**src/rtl/t08_wb_arbiter.sv**
```systemverilog
// t08_wb_arbiter: shares the chip's single Wishbone master port between two
// requesters (0: touchscreen/I2C event handler, 1: display/SPI draw engine).
// Round-robin grant, one classic single-beat transaction at a time, with an
// ACK timeout so a dead slave cannot hang a requester.
//
// Ports:
//   clk, nRst            clock, synchronous active-low reset
//   reqN_valid/we/adr/wdat/sel  request from requester N (held until done)
//   reqN_done, reqN_err  one-cycle completion pulse, timeout flag with done
//   rdata                read data, valid while either done is high
//   wb_*_o, wb_dat_i, wb_ack_i  Wishbone master port
module t08_wb_arbiter #(
  parameter int unsigned TIMEOUT_CYCLES = 255,
  parameter int unsigned CNT_W          = 8
) (
  input  logic        clk,
  input  logic        nRst,
  input  logic        req0_valid,
  input  logic        req0_we,
  input  logic [31:0] req0_adr,
  input  logic [31:0] req0_wdat,
  input  logic [3:0]  req0_sel,
  output logic        req0_done,
  output logic        req0_err,
  input  logic        req1_valid,
  input  logic        req1_we,
  input  logic [31:0] req1_adr,
  input  logic [31:0] req1_wdat,
  input  logic [3:0]  req1_sel,
  output logic        req1_done,
  output logic        req1_err,
  output logic [31:0] rdata,
  output logic [31:0] wb_adr_o,
  output logic [31:0] wb_dat_o,
  output logic [3:0]  wb_sel_o,
  output logic        wb_we_o,
  output logic        wb_stb_o,
  output logic        wb_cyc_o,
  input  logic [31:0] wb_dat_i,
  input  logic        wb_ack_i
);

  typedef enum logic [1:0] {IDLE, BUS, RESP} state_t;

  // Last BUS cycle count before abort; unused when the timeout is disabled.
  localparam logic [CNT_W-1:0] TO_LAST =
    (TIMEOUT_CYCLES == 0) ? '0 : CNT_W'(TIMEOUT_CYCLES - 1);

  state_t           state, state_nxt;
  logic             last_grant, last_grant_nxt;
  logic [CNT_W-1:0] cnt, cnt_nxt;
  logic             winner;

  logic        done0_nxt, err0_nxt, done1_nxt, err1_nxt;
  logic [31:0] rdata_nxt, adr_nxt, dat_nxt;
  logic [3:0]  sel_nxt;
  logic        we_nxt, stb_nxt, cyc_nxt;

  // State and registered outputs.
  always_ff @(posedge clk) begin
    if (!nRst) begin
      state      <= IDLE;
      last_grant <= 1'b1;
      cnt        <= '0;
      req0_done  <= 1'b0;
      req0_err   <= 1'b0;
      req1_done  <= 1'b0;
      req1_err   <= 1'b0;
      rdata      <= '0;
      wb_adr_o   <= '0;
      wb_dat_o   <= '0;
      wb_sel_o   <= '0;
      wb_we_o    <= 1'b0;
      wb_stb_o   <= 1'b0;
      wb_cyc_o   <= 1'b0;
    end else begin
      state      <= state_nxt;
      last_grant <= last_grant_nxt;
      cnt        <= cnt_nxt;
      req0_done  <= done0_nxt;
      req0_err   <= err0_nxt;
      req1_done  <= done1_nxt;
      req1_err   <= err1_nxt;
      rdata      <= rdata_nxt;
      wb_adr_o   <= adr_nxt;
      wb_dat_o   <= dat_nxt;
      wb_sel_o   <= sel_nxt;
      wb_we_o    <= we_nxt;
      wb_stb_o   <= stb_nxt;
      wb_cyc_o   <= cyc_nxt;
    end
  end

  // Tie goes to the requester that was not granted last.
  assign winner = (req0_valid && req1_valid) ? ~last_grant : req1_valid;

  // Next state and next output values.
  always_comb begin
    state_nxt      = state;
    last_grant_nxt = last_grant;
    cnt_nxt        = cnt;
    done0_nxt      = 1'b0;
    err0_nxt       = 1'b0;
    done1_nxt      = 1'b0;
    err1_nxt       = 1'b0;
    rdata_nxt      = rdata;
    adr_nxt        = wb_adr_o;
    dat_nxt        = wb_dat_o;
    sel_nxt        = wb_sel_o;
    we_nxt         = wb_we_o;
    stb_nxt        = wb_stb_o;
    cyc_nxt        = wb_cyc_o;

    unique case (state)
      IDLE: begin
        adr_nxt = '0;
        dat_nxt = '0;
        sel_nxt = '0;
        we_nxt  = 1'b0;
        stb_nxt = 1'b0;
        cyc_nxt = 1'b0;
        if (req0_valid || req1_valid) begin
          adr_nxt        = winner ? req1_adr  : req0_adr;
          dat_nxt        = winner ? req1_wdat : req0_wdat;
          sel_nxt        = winner ? req1_sel  : req0_sel;
          we_nxt         = winner ? req1_we   : req0_we;
          stb_nxt        = 1'b1;
          cyc_nxt        = 1'b1;
          cnt_nxt        = '0;
          last_grant_nxt = winner;
          state_nxt      = BUS;
        end
      end
      BUS: begin
        cnt_nxt = cnt + CNT_W'(1);
        // ACK has priority over a timeout in the same cycle.
        if (wb_ack_i || (TIMEOUT_CYCLES != 0 && cnt == TO_LAST)) begin
          rdata_nxt = (wb_ack_i && !wb_we_o) ? wb_dat_i : '0;
          done0_nxt = ~last_grant;
          done1_nxt = last_grant;
          err0_nxt  = ~last_grant & ~wb_ack_i;
          err1_nxt  = last_grant & ~wb_ack_i;
          adr_nxt   = '0;
          dat_nxt   = '0;
          sel_nxt   = '0;
          we_nxt    = 1'b0;
          stb_nxt   = 1'b0;
          cyc_nxt   = 1'b0;
          state_nxt = RESP;
        end
      end
      RESP: begin
        state_nxt = IDLE;
      end
      default: begin
        state_nxt = IDLE;
      end
    endcase
  end

endmodule

```
**config.mk**
```make
export PLATFORM = sky130hd
export DESIGN_NAME = t08_wb_arbiter
export DESIGN_NICKNAME = d
export VERILOG_FILES = /design/src/rtl/t08_wb_arbiter.sv
export SDC_FILE = /design/constraint.sdc
export NUM_CORES = 1
export LEC_CHECK = 0
export ABC_AREA = 1
export ABC_CLOCK_PERIOD_IN_PS = 1800
export BUFFER_PORTS_ARGS = -buffer_cell sky130_fd_sc_hd__buf_2
export CAP_MARGIN = 20
export CORE_MARGIN = 5
export CORE_UTILIZATION = 48
export CTS_BUF_LIST = sky130_fd_sc_hd__clkbuf_4 sky130_fd_sc_hd__clkbuf_8
export DETAILED_ROUTE_END_ITERATION = 16
export GPL_TIMING_DRIVEN = 0
export PLACE_DENSITY_LB_ADDON = 0.25
export SETUP_SLACK_MARGIN = 0.05
export SLEW_MARGIN = 20
export SYNTH_ARGS = -nofsm -noshare
export SYNTH_HDL_FRONTEND = slang
export SYNTH_SLANG_ARGS = --single-unit
```
**constraint.sdc**
```tcl
create_clock -name clk -period 1.8 [get_ports clk]
set_input_delay 0.09 -clock clk [delete_from_list [all_inputs] [get_ports clk]]
set_output_delay 0.09 -clock clk [all_outputs]
set_load 0.005 [all_outputs]
```
# Word level (Yosys, flattened, before mapping)
# Index checks and enable logic that the tools add are counted.
[word_totals]
wordCells = 59
reg_bits = 117
out_inout_bits = 107
inputBits = 175
[classes]
bitwise_logic = 4
n_eq_ne = 4
n_addsub = 1
reduce_logical = 13
mux = 24
[ops]
columns = ["op", "n"]
rows = [
  ["32-bit two-way mux", 6],
  ["32-bit case mux with 2 select lines", 2],
  ["8-bit case mux with 2 select lines", 1],
  ["4-bit two-way mux", 3],
  ["2-bit AND reduction", 5],
  ["8-bit by 1-bit adder with 8-bit output (second input constant)", 1],
  ["8-bit == test (second input constant)", 1],
  ["8-bit two-way mux", 1],
  ["4-bit case mux with 2 select lines", 1],
  ["1-bit two-way mux", 5],
  ["2-bit two-way mux", 2],
  ["2-bit != test (second input constant)", 2],
  ["1-bit case mux with 2 select lines", 2],
  ["2-bit case mux with 2 select lines", 1],
  ["3-bit AND reduction", 1],
  ["1-bit bitwise AND", 2],
  ["2-bit by 1-bit == test with 1-bit output (second input constant)", 1],
  ["1-bit logical AND", 2],
  ["2-bit zero test", 1],
  ["1-bit logical OR", 2],
  ["1-bit NOT", 2],
  ["2-bit nonzero test", 1],
  ["1-bit zero test", 1],
]

# Logic depth before layout (Yosys ltp)
# Gate-level depths: netlist (run 1).
[depth]
word_depth = 5
ltp_mapped = 11
depth_no_buf = 9

# Worst setup path after synthesis (run 1)
# Ideal clock, no wire load.
[synth_timing]
path_type = "reg2reg"
startpoint = "register cnt[0]"
endpoint = "register wb_adr_o[0]"
t_arrival_ns = 1.355
t_required_ns = 1.729
synth_period_minus_slack_ns = 1.426
path_slack_ns = 0.374
n_path_buf = 2
stages_incl_launch_ff = 12
path_cell_list = "dfxtp_1 -> inv_1 -> ha_1 -> nand2_1 -> nor2_1 -> nand2_2 -> nand2_4 -> nand2_2 -> buf_6 -> buf_6 -> nand3_2 -> a21oi_2"
[synth_between]
elab_chain_cells = 4
[synth_rtl]
columns = ["element", "line_no", "text"]
rows = [
  ["start: declaration", "51", "logic [CNT_W-1:0] cnt, cnt_nxt;"],
  ["start signal: assignment", "79", "cnt <= cnt_nxt;"],
  ["8-bit == test", "137", "if (wb_ack_i || (TIMEOUT_CYCLES != 0 && cnt == TO_LAST)) begin"],
  ["1-bit logical OR", "137", ""],
  ["2-bit != test (no line)", "n/a", ""],
  ["2-bit AND reduction (no line)", "n/a", ""],
  ["end signal: assignment", "85", "wb_adr_o <= adr_nxt;"],
  ["end: declaration", "33", "output logic [31:0] wb_adr_o,"],
]
# No other way between the ends.
# A chain may end at the register's enable or synchronous reset.

# Worst setup path in the final report (run 1)
[layout_timing]
startpoint = "register cnt[0]"
endpoint = "register wb_dat_o[1]"
[layout_between]
elab_chain_cells = 4
[layout_rtl]
columns = ["element", "line_no", "text"]
rows = [
  ["8-bit == test", "137", ""],
  ["1-bit logical OR", "137", ""],
  ["2-bit != test (no line)", "n/a", ""],
  ["2-bit AND reduction (no line)", "n/a", ""],
  ["end signal: assignment", "86", "wb_dat_o <= dat_nxt;"],
  ["end: declaration", "34", "output logic [31:0] wb_dat_o,"],
]
# No other way between the ends.

==> results of run 1 <==
[critical path, cell delays in order (launching register included)]
cell,delay [ns]
dfxtp_2,0.35
inv_1,0.06
ha_1,0.19
nand2_1,0.06
nor2_1,0.04
nand2_2,0.07
nand2_4,0.06
nand2_2,0.09
buf_12,0.17
buf_8,0.16
nand3_2,0.06
a21oi_1,0.16
[power by group]
group          switching (mW)  internal (mW)  leakage (nW)
sequential              0.123           2.78         0.959
clock                   0.999           1.32         0.202
combinational           0.926          0.777          2.53
[layout by cell type, fill, tap and decap left out, drive strengths merged]
master       netlist  final
bufinv             0      1
a31o               1      1
nand2             53     53
dfxtp            117    117
a211oi             1      1
buf               41    321
and3               1      1
clkinv             0      3
or2               70     70
inv               18     18
diode              0      1
a21oi             76     76
dlygate4sd3        0     75
o211ai            69     69
xor2               2      2
nor3               4      4
ha                 2      2
clkbuf            17     43
nand4              2      2
nand3            108    108
o21ai             34     34
nor2              10     10
[worst max-delay path by stage]
stage,start,to,slack (ns),depth (start not counted)
6_report,cnt[0]$_SDFFE_PN0P_,wb_dat_o[1]$_SDFFE_PN0P_,0.24,11
3_5_place_dp,cnt[0]$_SDFFE_PN0P_,wb_dat_o[30]$_SDFFE_PN0P_,0.16,11
4_1_cts,cnt[0]$_SDFFE_PN0P_,wb_dat_o[30]$_SDFFE_PN0P_,0.15,11
3_3_place_gp,cnt[0]$_SDFFE_PN0P_,wb_adr_o[4]$_SDFFE_PN0P_,0.19,11
5_1_grt,cnt[0]$_SDFFE_PN0P_,wb_adr_o[3]$_SDFFE_PN0P_,0.07,11
2_1_floorplan,cnt[0]$_SDFFE_PN0P_,wb_adr_o[0]$_SDFFE_PN0P_,0.37,11
[routing by layer]
metal	routed length (um)	GRT usage, %
met5	0	0
met4	417	9.278
met3	1584	7.319
met2	10130	47.83
met1	7956	31.18
[logic make-up after synthesis]
kind of cell | after synthesis
compound gates | 181
xor+xnor | 2
fa+ha+maj | 2
flops | 117
buf+inv | 76
simple gates | 248
[repair_timing]
item / CTS / global route
endpoints found under the hold margin: 73 / 3
hold buffers: 72 / 3
endpoints found under the setup margin: 0 / 48
resized for setup: 0 / 8
[registers in the layout, indices dropped and copies added (netlist names)]
register / count
req1_done: 1
wb_adr_o: 32
cnt: 8
wb_dat_o: 32
wb_sel_o: 4
wb_we_o: 1
wb_cyc_o: 1
req0_done: 1
req0_err: 1
last_grant: 1
req1_err: 1
state: 2
rdata: 32
[final cells by class]
type | instances | area [um^2]
Tap cell | 168 | 210.2
Multi-Input combinational cell | 433 | 3153
Timing Repair Buffer | 355 | 2152
Fill cell | 953 | 3363
Clock inverter | 4 | 45.04
Inverter | 18 | 70.07
Sequential cell | 117 | 2344
Buffer | 58 | 389.1
Clock buffer | 26 | 332.8
Antenna cell | 1 | 2.502
[metrics by stage]
| stage | power [mW] | setup slack, ns |
|---|---|---|
| detailed placement | 4.516 | 0.1628 |
| floorplan | 3.879 | 0.3737 |
| finish | 6.925 | 0.2366 |
| CTS | 6.939 | 0.1491 |
| global route | 7.292 | 0.06745 |
| global placement | 4.498 | 0.1870 |
==> reports/qor.csv, run 1 <==
metric,value,unit
share of cells above drive strength 1,57.47,%
Post-Synthesis Cells,626,
first-pass GRT wire length,31080,um
ys flop type,dfxtp_1,
RSZ-0062 raised after global routing,no,
Final min period,1.563,ns
Clock Latency Late Sink,0.43,ns
Via density,5.123,
vias in the first global route,6033,
die height,121.1,um
clock sinks,117,
port bufs,280,
mux cell area share after synthesis,0,%
syn avg cell area,9.468,um^2
synthesized cell area,0.005927,mm^2
CP Class,flop to flop,
Clock Tree Buf Depth,2,
maxcap violations,0,
DR vias,6045,
xor/xnor share of the synthesized area,0.2955,%
core footprint,0.01206,mm^2
worst reg2reg startpoint,cnt[0]$_SDFFE_PN0P_,
hold slack,0.02046,ns
synthesized flop and latch total,117,
Synth cell types,36,
placed cells,1074,
Detailed Route WL,20090,um
die footprint,0.01467,mm^2
1st-iter DRT viols,312,
PwrDens,796.2,mW/mm^2
Yosys warning count,0,
max-slew violation count,0,
Mapped Nets,803,
fin area,0.008698,mm^2
Yosys top cell by area,dfxtp_1,
FP Rows,40,
"Hold Vio Cnt, Final",0,
Total GRT Usage,26.98,%
total grt overflow,0,
remaining antenna violation count after routing,0,
worst-margin pin slew,0.7589,ns
worst-case reg-to-reg path depth,11,
synthesized-area fraction occupied by adder cells,0.4222,%
Finished Layout Cells,1180,
Critical Path AT,1.91,ns
complex-gate fraction of the synthesized area,23.52,%
Post-CTS Setup Inserts,0,
final clock period utilization by the worst path,86.85,%
"Core Util, Final",72.12,%
relative slew slack,49.41,%
Top Ports,282,
Num CTS Buffers,17,
outcome,"finished, final reports clean",
Fmax,639.6,MHz
P_leak,3.691,nW
hold path endpoint,wb_adr_o[18]$_SDFFE_PN0P_,
CTS tree,yes,
endpoints failing setup,0,
Placed Area,0.007538,mm^2
Final HPWL DP,14260,um
largest cells by area after synthesis,"dfxtp_1, nand3_2, o211ai_1",
Layout Nets,1177,
crit path max fanout,10,
"EDFF count, synth",0,
RR Endpoint,wb_dat_o[1]$_SDFFE_PN0P_,
Clock transition at path regs,0.06,ns
Initial Utilization,49.14,%
Worst setup SP type,flop,
area growth from synthesis to layout,46.76,%
Min-Delay Path Depth,3,
Root Buffer,clkbuf_8,
proportion of netlist area held by the largest area contributor,39.52,%
Setup TNS,0,ns
crit end category,flop,
gpl congestion,0.8460,
"count leader, synth",dfxtp_1,
"top cells by count, synth","dfxtp_1, nand3_2, o211ai_1",
Hold Startpoint,req0_adr[18],
initial antenna violation count,0,
Post-Synth Simple-Gate Area,28.96,%
largest family of logic cells by synthesized area,simple AND/OR/NAND/NOR gates,
DRC violations left,0,
"setup slack, reg-to-reg",0.24,ns
async set-reset flop share out of synthesis,0,%
Die X,121.1,um
Critical Path RT,2.15,ns
largest net degree at the start of global routing,17,
Setup Skew,0.009693,ns
deepest level of the CTS H-tree,4,
drt pass-1 iters,4,
worst hold path type,primary input to flop,
"Seq/Total Area, Yosys",39.52,%
Avg WL per Cell,17.02,um
"IR drop worst, VDD",481.1,uV
No activity file was read; power rests on OpenSTA's default activity.
==> run 2, diff against run 1 <==
--- a/config.mk
+++ b/config.mk
@@ -15,6 +15,7 @@
 export DETAILED_ROUTE_END_ITERATION = 16
 export GPL_TIMING_DRIVEN = 0
 export PLACE_DENSITY_LB_ADDON = 0.25
+export REMOVE_ABC_BUFFERS = 1
 export SETUP_SLACK_MARGIN = 0.05
 export SLEW_MARGIN = 20
 export SYNTH_ARGS = -nofsm -noshare
==> run 2 against run 1 <==
Routed wire length is 4.0% lower. First-iteration DRC count shrank 0.96%. Largest power group unchanged. Register-to-register slack lost 0.09 ns. Critical path type unchanged. Highest routed layer unchanged.
==> reports/qor.csv, run 2 (synthesis results as in run 1) <==
metric,value,unit,change
outcome,"finished, final reports clean",,unchanged
"IR drop worst, VDD",398.5,uV,was 481.1 uV
crit path max fanout,31,,was 10
CP most frequent cell,nand2_8,,was nand2_2
die footprint,0.01467,mm^2,unchanged
DRC violations left,0,,unchanged
max-slew violation count,0,,unchanged
area growth from synthesis to layout,43.38,%,was 46.76%
"Hold Vio Cnt, Final",0,,unchanged
Worst setup SP type,flop,,unchanged
WP buf/inv,2,,was 3
Clock transition at path regs,0.07,ns,was 0.06 ns
total grt overflow,0,,unchanged
slowest cell delay on critical path,0.39,ns,was 0.35 ns
Internal Power,4.843,mW,was 4.878 mW
switch share,30.56,%,was 29.57%
Detailed Route WL,19270,um,was 20090 um
Setup Skew,0.01229,ns,was 0.009693 ns
Via density,5.264,,was 5.123
Root Buffer,clkbuf_8,,unchanged
final setup margin,0.1430,ns,was 0.2366 ns
worst-margin pin slew,1.121,ns,was 0.7589 ns
"Largest delay share family, worst path",simple AND/OR/NAND/NOR gates,,was buffers and inverters
first-pass GRT wire length,29640,um,was 31080 um
initial antenna violation count,1,,was 0
RSZ-0062 raised after global routing,yes,,was no
crit path max-delay cell type,dfxtp_1,,was dfxtp_2
Total GRT Usage,24.84,%,was 26.98%
Avg WL per Cell,17.16,um,was 17.02 um
clock power share,34.7,%,was 33.4%
Top Ports,282,,unchanged
share of cells above drive strength 1,58.70,%,was 57.47%
hold slack,0.01524,ns,was 0.02046 ns
P_leak,3.536,nW,was 3.691 nW
fin area,0.008498,mm^2,was 0.008698 mm^2
DR vias,5911,,was 6045
Clock Latency Late Sink,0.43,ns,about the same
CTS tree,yes,,unchanged
maxcap violations,0,,unchanged
final clock period utilization by the worst path,92.06,%,was 86.85%
most frequent cells in the layout,"buf_2, dfxtp_1, nand3_2, dlygate4sd3_1, o211ai_1",,unchanged
1st-iter DRT viols,309,,was 312
Psw,2.132,mW,was 2.048 mW
Layout Nets,1118,,was 1177
Place WS,-0.2623,ns,was 0.1628 ns
CP cell instances,inv_1 -> ha_1 -> nand2_1 -> nor2_1 -> nand2_2 -> nand2_8 -> nand2_8 -> buf_16 -> nand3_2 -> o21ai_1,,was inv_1 -> ha_1 -> nand2_1 -> nor2_1 -> nand2_2 -> nand2_4 -> nand2_2 -> buf_12 -> buf_8 -> nand3_2 -> a21oi_1
core footprint,0.01206,mm^2,unchanged
Initial Utilization,49.14,%,unchanged
Clock Tree Buf Depth,2,,unchanged
die height,121.1,um,unchanged
gpl congestion,0.8235,,was 0.8460
"commonest non-fill, non-tap cell in the layout",buf_2,,unchanged
deepest level of the CTS H-tree,4,,unchanged
largest net degree at the start of global routing,72,,was 17
relative slew slack,25.24,%,was 49.41%
port bufs,281,,was 280
Final min period,1.657,ns,was 1.563 ns
Critical Path RT,2.15,ns,about the same
drt pass-1 iters,4,,unchanged
remaining antenna violation count after routing,0,,unchanged
worst hold path type,primary input to flop,,unchanged
clock sinks,117,,unchanged
CP Class,flop to flop,,unchanged
Die X,121.1,um,unchanged
Num CTS Buffers,17,,unchanged
Placed Area,0.007291,mm^2,was 0.007538 mm^2
sequential share of power,41.7,%,was 42.0%
Critical Path AT,2.01,ns,was 1.91 ns
crit end category,flop,,unchanged
vias in the first global route,6019,,was 6033
Gate power share,23.5,%,was 24.6%
endpoints failing setup,0,,unchanged
FP Rows,40,,unchanged
Fmax,603.5,MHz,was 639.6 MHz
PwrDens,820.7,mW/mm^2,was 796.2 mW/mm^2
"Core Util, Final",70.46,%,was 72.12%
Final HPWL DP,12210,um,was 14260 um
Top Registers,"rdata x32, wb_adr_o x32, wb_dat_o x32",,unchanged
[run 2: cell count changes in the layout (fill, tap and decap cells not counted), sizes merged, moves of 3 or more]
cell | before | now
buf | 321 | 288
clkbuf | 43 | 22
clkinvlp | 0 | 4
dlygate4sd3 | 75 | 61
nand2 | 53 | 56
[run 2: worst min-delay path, delay by kind of cell]
kind / cells / cell delay, ns
compound gates: 2 / 0.23
buf+inv: 1 / 0.09
[run 2: final timing paths]
check	startpoint	to	slack [ns]	cells after the start
hold reg to reg	rdata[30]$_SDFFE_PN0P_	rdata[30]$_SDFFE_PN0P_	0.47	2
hold / removal	req0_adr[6]	wb_adr_o[6]$_SDFFE_PN0P_	0.02	3
setup reg to reg	cnt[0]$_SDFFE_PN0P_	rdata[3]$_SDFFE_PN0P_	0.14	10
setup / recovery	cnt[0]$_SDFFE_PN0P_	rdata[3]$_SDFFE_PN0P_	0.14	10
[run 2: power by group through the flow]
stage,Combinational (mW),Sequential (mW),Clock [mW]
4_1_cts,1.59,2.91,2.47
3_3_place_gp,1.38,2.95,0
3_5_place_dp,1.45,2.96,0
2_1_floorplan,0.776,2.97,0
6_report,1.64,2.91,2.42
5_1_grt,1.78,2.93,2.60
[run 2: per-layer routing]
layer / part of all wire, % / track usage, % / vias up
met2: 51 / 45.05 / 247
li1: - / - / 2843
met1: 40 / 28.72 / 2793
met5: 0 / 0 / -
met3: 7.5 / 6.527 / 28
met4: 1.9 / 6.728 / 0
[run 2: layout make-up]
class	count	area, um^2
antenna	1	2.502
clock inverter	11	126.4
clock buffer	21	276.5
tap	168	210.2
fill	872	3563
sequential	117	2342
timing repair buffer	350	2203
inverter	18	87.58
multi-input combinational	437	3249
[run 2: metrics by stage]
step	power (mW)	std cells	TNS, ns
final	6.975	1123	0
after global placement	4.332	1017	-147.76
after CTS	6.972	1115	0
after global routing	7.313	1123	0
after detailed placement	4.416	1020	-20.45
after floorplan	3.751	568	-82.88
[run 2: timing repair]
item | CTS | global route
buffers inserted | 0 | 3
gates resized for setup | 5 | 5
hold buffers | 60 | 1
cloned | 3 | 3
pin swaps | 1 | 2
endpoints found under the hold margin | 61 | 1
setup endpoints to repair | 103 | 84
==> run 3, diff against run 2 <==
--- a/config.mk
+++ b/config.mk
@@ -6,7 +6,7 @@
 export NUM_CORES = 1
 export LEC_CHECK = 0
 export ABC_AREA = 1
-export ABC_CLOCK_PERIOD_IN_PS = 1800
+export ABC_CLOCK_PERIOD_IN_PS = 1650
 export BUFFER_PORTS_ARGS = -buffer_cell sky130_fd_sc_hd__buf_2
 export CAP_MARGIN = 20
 export CORE_MARGIN = 5
==> constraint.sdc (replaced) <==
create_clock -name clk -period 1.65 [get_ports clk]
set_input_delay 0.0825 -clock clk [delete_from_list [all_inputs] [get_ports clk]]
set_output_delay 0.0825 -clock clk [all_outputs]
set_load 0.005 [all_outputs]
==> run 3 against run 2 <==
Flip-flop and latch count stayed put. Sequential share of layout area fell by 1.3 points. Register-to-register slack worse by 0.08 ns. Global-route usage up 1.6 points. Worst setup slack lost 0.076 ns. First-iteration DRC count grew 39%. Largest cell class unchanged. Critical path type unchanged. Die area stayed put. Fmax rose by 4.7%.
==> reports/qor.csv, run 3 (synthesis results as in run 1) <==
metric,value,unit,change
final clock period utilization by the worst path,95.93,%,was 92.06%
Clock transition at path regs,0.07,ns,about the same
diode count,0,,was 1
most frequent cells in the layout,"buf_2, dfxtp_1, nand3_2, dlygate4sd3_1, o211ai_1",,unchanged
first-pass GRT wire length,31400,um,was 29640 um
Layout Nets,1144,,was 1118
gpl congestion,0.8235,,unchanged
total grt overflow,0,,unchanged
Top Ports,282,,unchanged
placed cells,1020,,unchanged
drt pass-1 iters,5,,was 4
worst-margin pin slew,1.132,ns,was 1.121 ns
Finished Layout Cells,1148,,was 1123
share of cells above drive strength 1,59.59,%,was 58.70%
area growth from synthesis to layout,50.71,%,was 43.38%
endpoints failing setup,0,,unchanged
relative slew slack,24.55,%,was 25.24%
vias in the first global route,6256,,was 6019
DRC violations left,0,,unchanged
Placed Area,0.007291,mm^2,unchanged
PwrDens,876.0,mW/mm^2,was 820.7 mW/mm^2
crit end category,flop,,unchanged
Fmax,631.8,MHz,was 603.5 MHz
RSZ-0062 raised after global routing,yes,,unchanged
"Hold Vio Cnt, Final",0,,unchanged
CTS tree,yes,,unchanged
Num CTS Buffers,17,,unchanged
Critical Path AT,1.93,ns,was 2.01 ns
Detailed Route WL,21850,um,was 19270 um
max-slew violation count,0,,unchanged
die height,121.1,um,unchanged
DR vias,6253,,was 5911
Top Registers,"rdata x32, wb_adr_o x32, wb_dat_o x32",,unchanged
clock sinks,117,,unchanged
Final min period,1.583,ns,was 1.657 ns
die footprint,0.01467,mm^2,unchanged
Clock Latency Late Sink,0.43,ns,about the same
FP Rows,40,,unchanged
fin area,0.008932,mm^2,was 0.008498 mm^2
Avg WL per Cell,19.03,um,was 17.16 um
maxcap violations,0,,unchanged
Total GRT Usage,26.45,%,was 24.84%
Via density,5.447,,was 5.264
P_leak,3.710,nW,was 3.536 nW
Layout fillers,804,,was 872
CP Class,flop to flop,,unchanged
Clock Tree Buf Depth,2,,unchanged
"IR drop worst, VDD",497.3,uV,was 398.5 uV
Final HPWL DP,12210,um,unchanged
Initial Utilization,49.14,%,unchanged
Setup Skew,0.01422,ns,was 0.01229 ns
1st-iter DRT viols,428,,was 309
Critical Path RT,1.99,ns,was 2.15 ns
Die X,121.1,um,unchanged
"commonest non-fill, non-tap cell in the layout",buf_2,,unchanged
Worst setup SP type,flop,,unchanged
core footprint,0.01206,mm^2,unchanged
remaining antenna violation count after routing,0,,unchanged
crit path max fanout,8,,was 31
Root Buffer,clkbuf_8,,unchanged
largest net degree at the start of global routing,70,,was 72
outcome,"finished, final reports clean",,unchanged
deepest level of the CTS H-tree,4,,unchanged
initial antenna violation count,0,,was 1
worst hold path type,primary input to flop,,unchanged
port bufs,281,,unchanged
==> run 3: critical path: stages, from the launching register on <==
cell and delay (ns):
dfxtp_2 0.34, inv_2 0.08, ha_4 0.12, nand2_2 0.05, nor2_2 0.11, nand2_2 0.10, nand2_8 0.14, buf_12 0.12
nand3_4 0.11, buf_12 0.23, nor3_2 0.10
==> run 3: path summary, 6_finish.rpt <==
| kind | startpoint | to | slack (ns) | cells past startpoint |
|---|---|---|---|---|
| worst max register to register | cnt[0]$_SDFFE_PN0P_ | req0_err$_SDFF_PN0_ | 0.07 | 10 |
| worst min-delay path | req0_wdat[8] | wb_dat_o[8]$_SDFFE_PN0P_ | 0.02 | 3 |
| worst max-delay path | cnt[0]$_SDFFE_PN0P_ | req0_err$_SDFF_PN0_ | 0.07 | 10 |
| worst min register to register | rdata[30]$_SDFFE_PN0P_ | rdata[30]$_SDFFE_PN0P_ | 0.47 | 2 |
==> run 3: area by class of cell <==
type	count	area, um^2	share of cell area [%]
clock inverter	11	126.4	1.415
multi-input combinational	441	3357	37.58
tap	168	210.2	2.353
timing repair inverter	1	11.26	0.1261
sequential	117	2349	26.29
inverter	18	100.1	1.121
clock buffer	21	276.5	3.096
timing repair buffer	371	2502	28.02
==> run 3: per-layer routing <==
metal  GRT usage [%]  wire length, um  up-vias
met5               0                0        -
met4           8.144              498        0
met3           7.552             1713       40
met2           48.18            11200      340
met1           29.66             8431     2977
li1                -                -     2896
==> run 3: repair_timing <==
| item | 4_1_cts | 5_1_grt |
|---|---|---|
| gates resized for setup | 10 | 22 |
| endpoints found under the hold margin | 74 | 0 |
| cloned | 5 | 11 |
| endpoints found under the setup margin | 106 | 97 |
| hold buffers | 73 | 0 |
| pin swaps | 2 | 6 |
| buffers inserted | 5 | 2 |
==> run 3: power by group <==
group | leakage (nW) | total, mW | switching (mW) | internal, mW
combinational | 2.56 | 1.98 | 1.11 | 0.871
sequential | 0.959 | 3.18 | 0.146 | 3.04
clock | 0.195 | 2.67 | 1.21 | 1.46
==> run 3: stage by stage <==
| step | total power [mW] | worst slack [ns] | setup TNS [ns] | utilization [%] | hold slack [ns] |
|---|---|---|---|---|---|
| floorplan | 4.092 | -1.019 | -98.89 | - | 0.1534 |
| global placement | 4.726 | -1.622 | -164.39 | 59.54 | 0.2961 |
| detailed placement | 4.818 | -0.4048 | -36.23 | 60.45 | 0.3025 |
| CTS | 7.678 | 0.04281 | 0 | 71.40 | 0.001227 |
| global route | 8.168 | -0.01213 | -0.01213 | 74.06 | 0.005947 |
| finish | 7.825 | 0.06710 | 0 | 74.06 | 0.01708 |
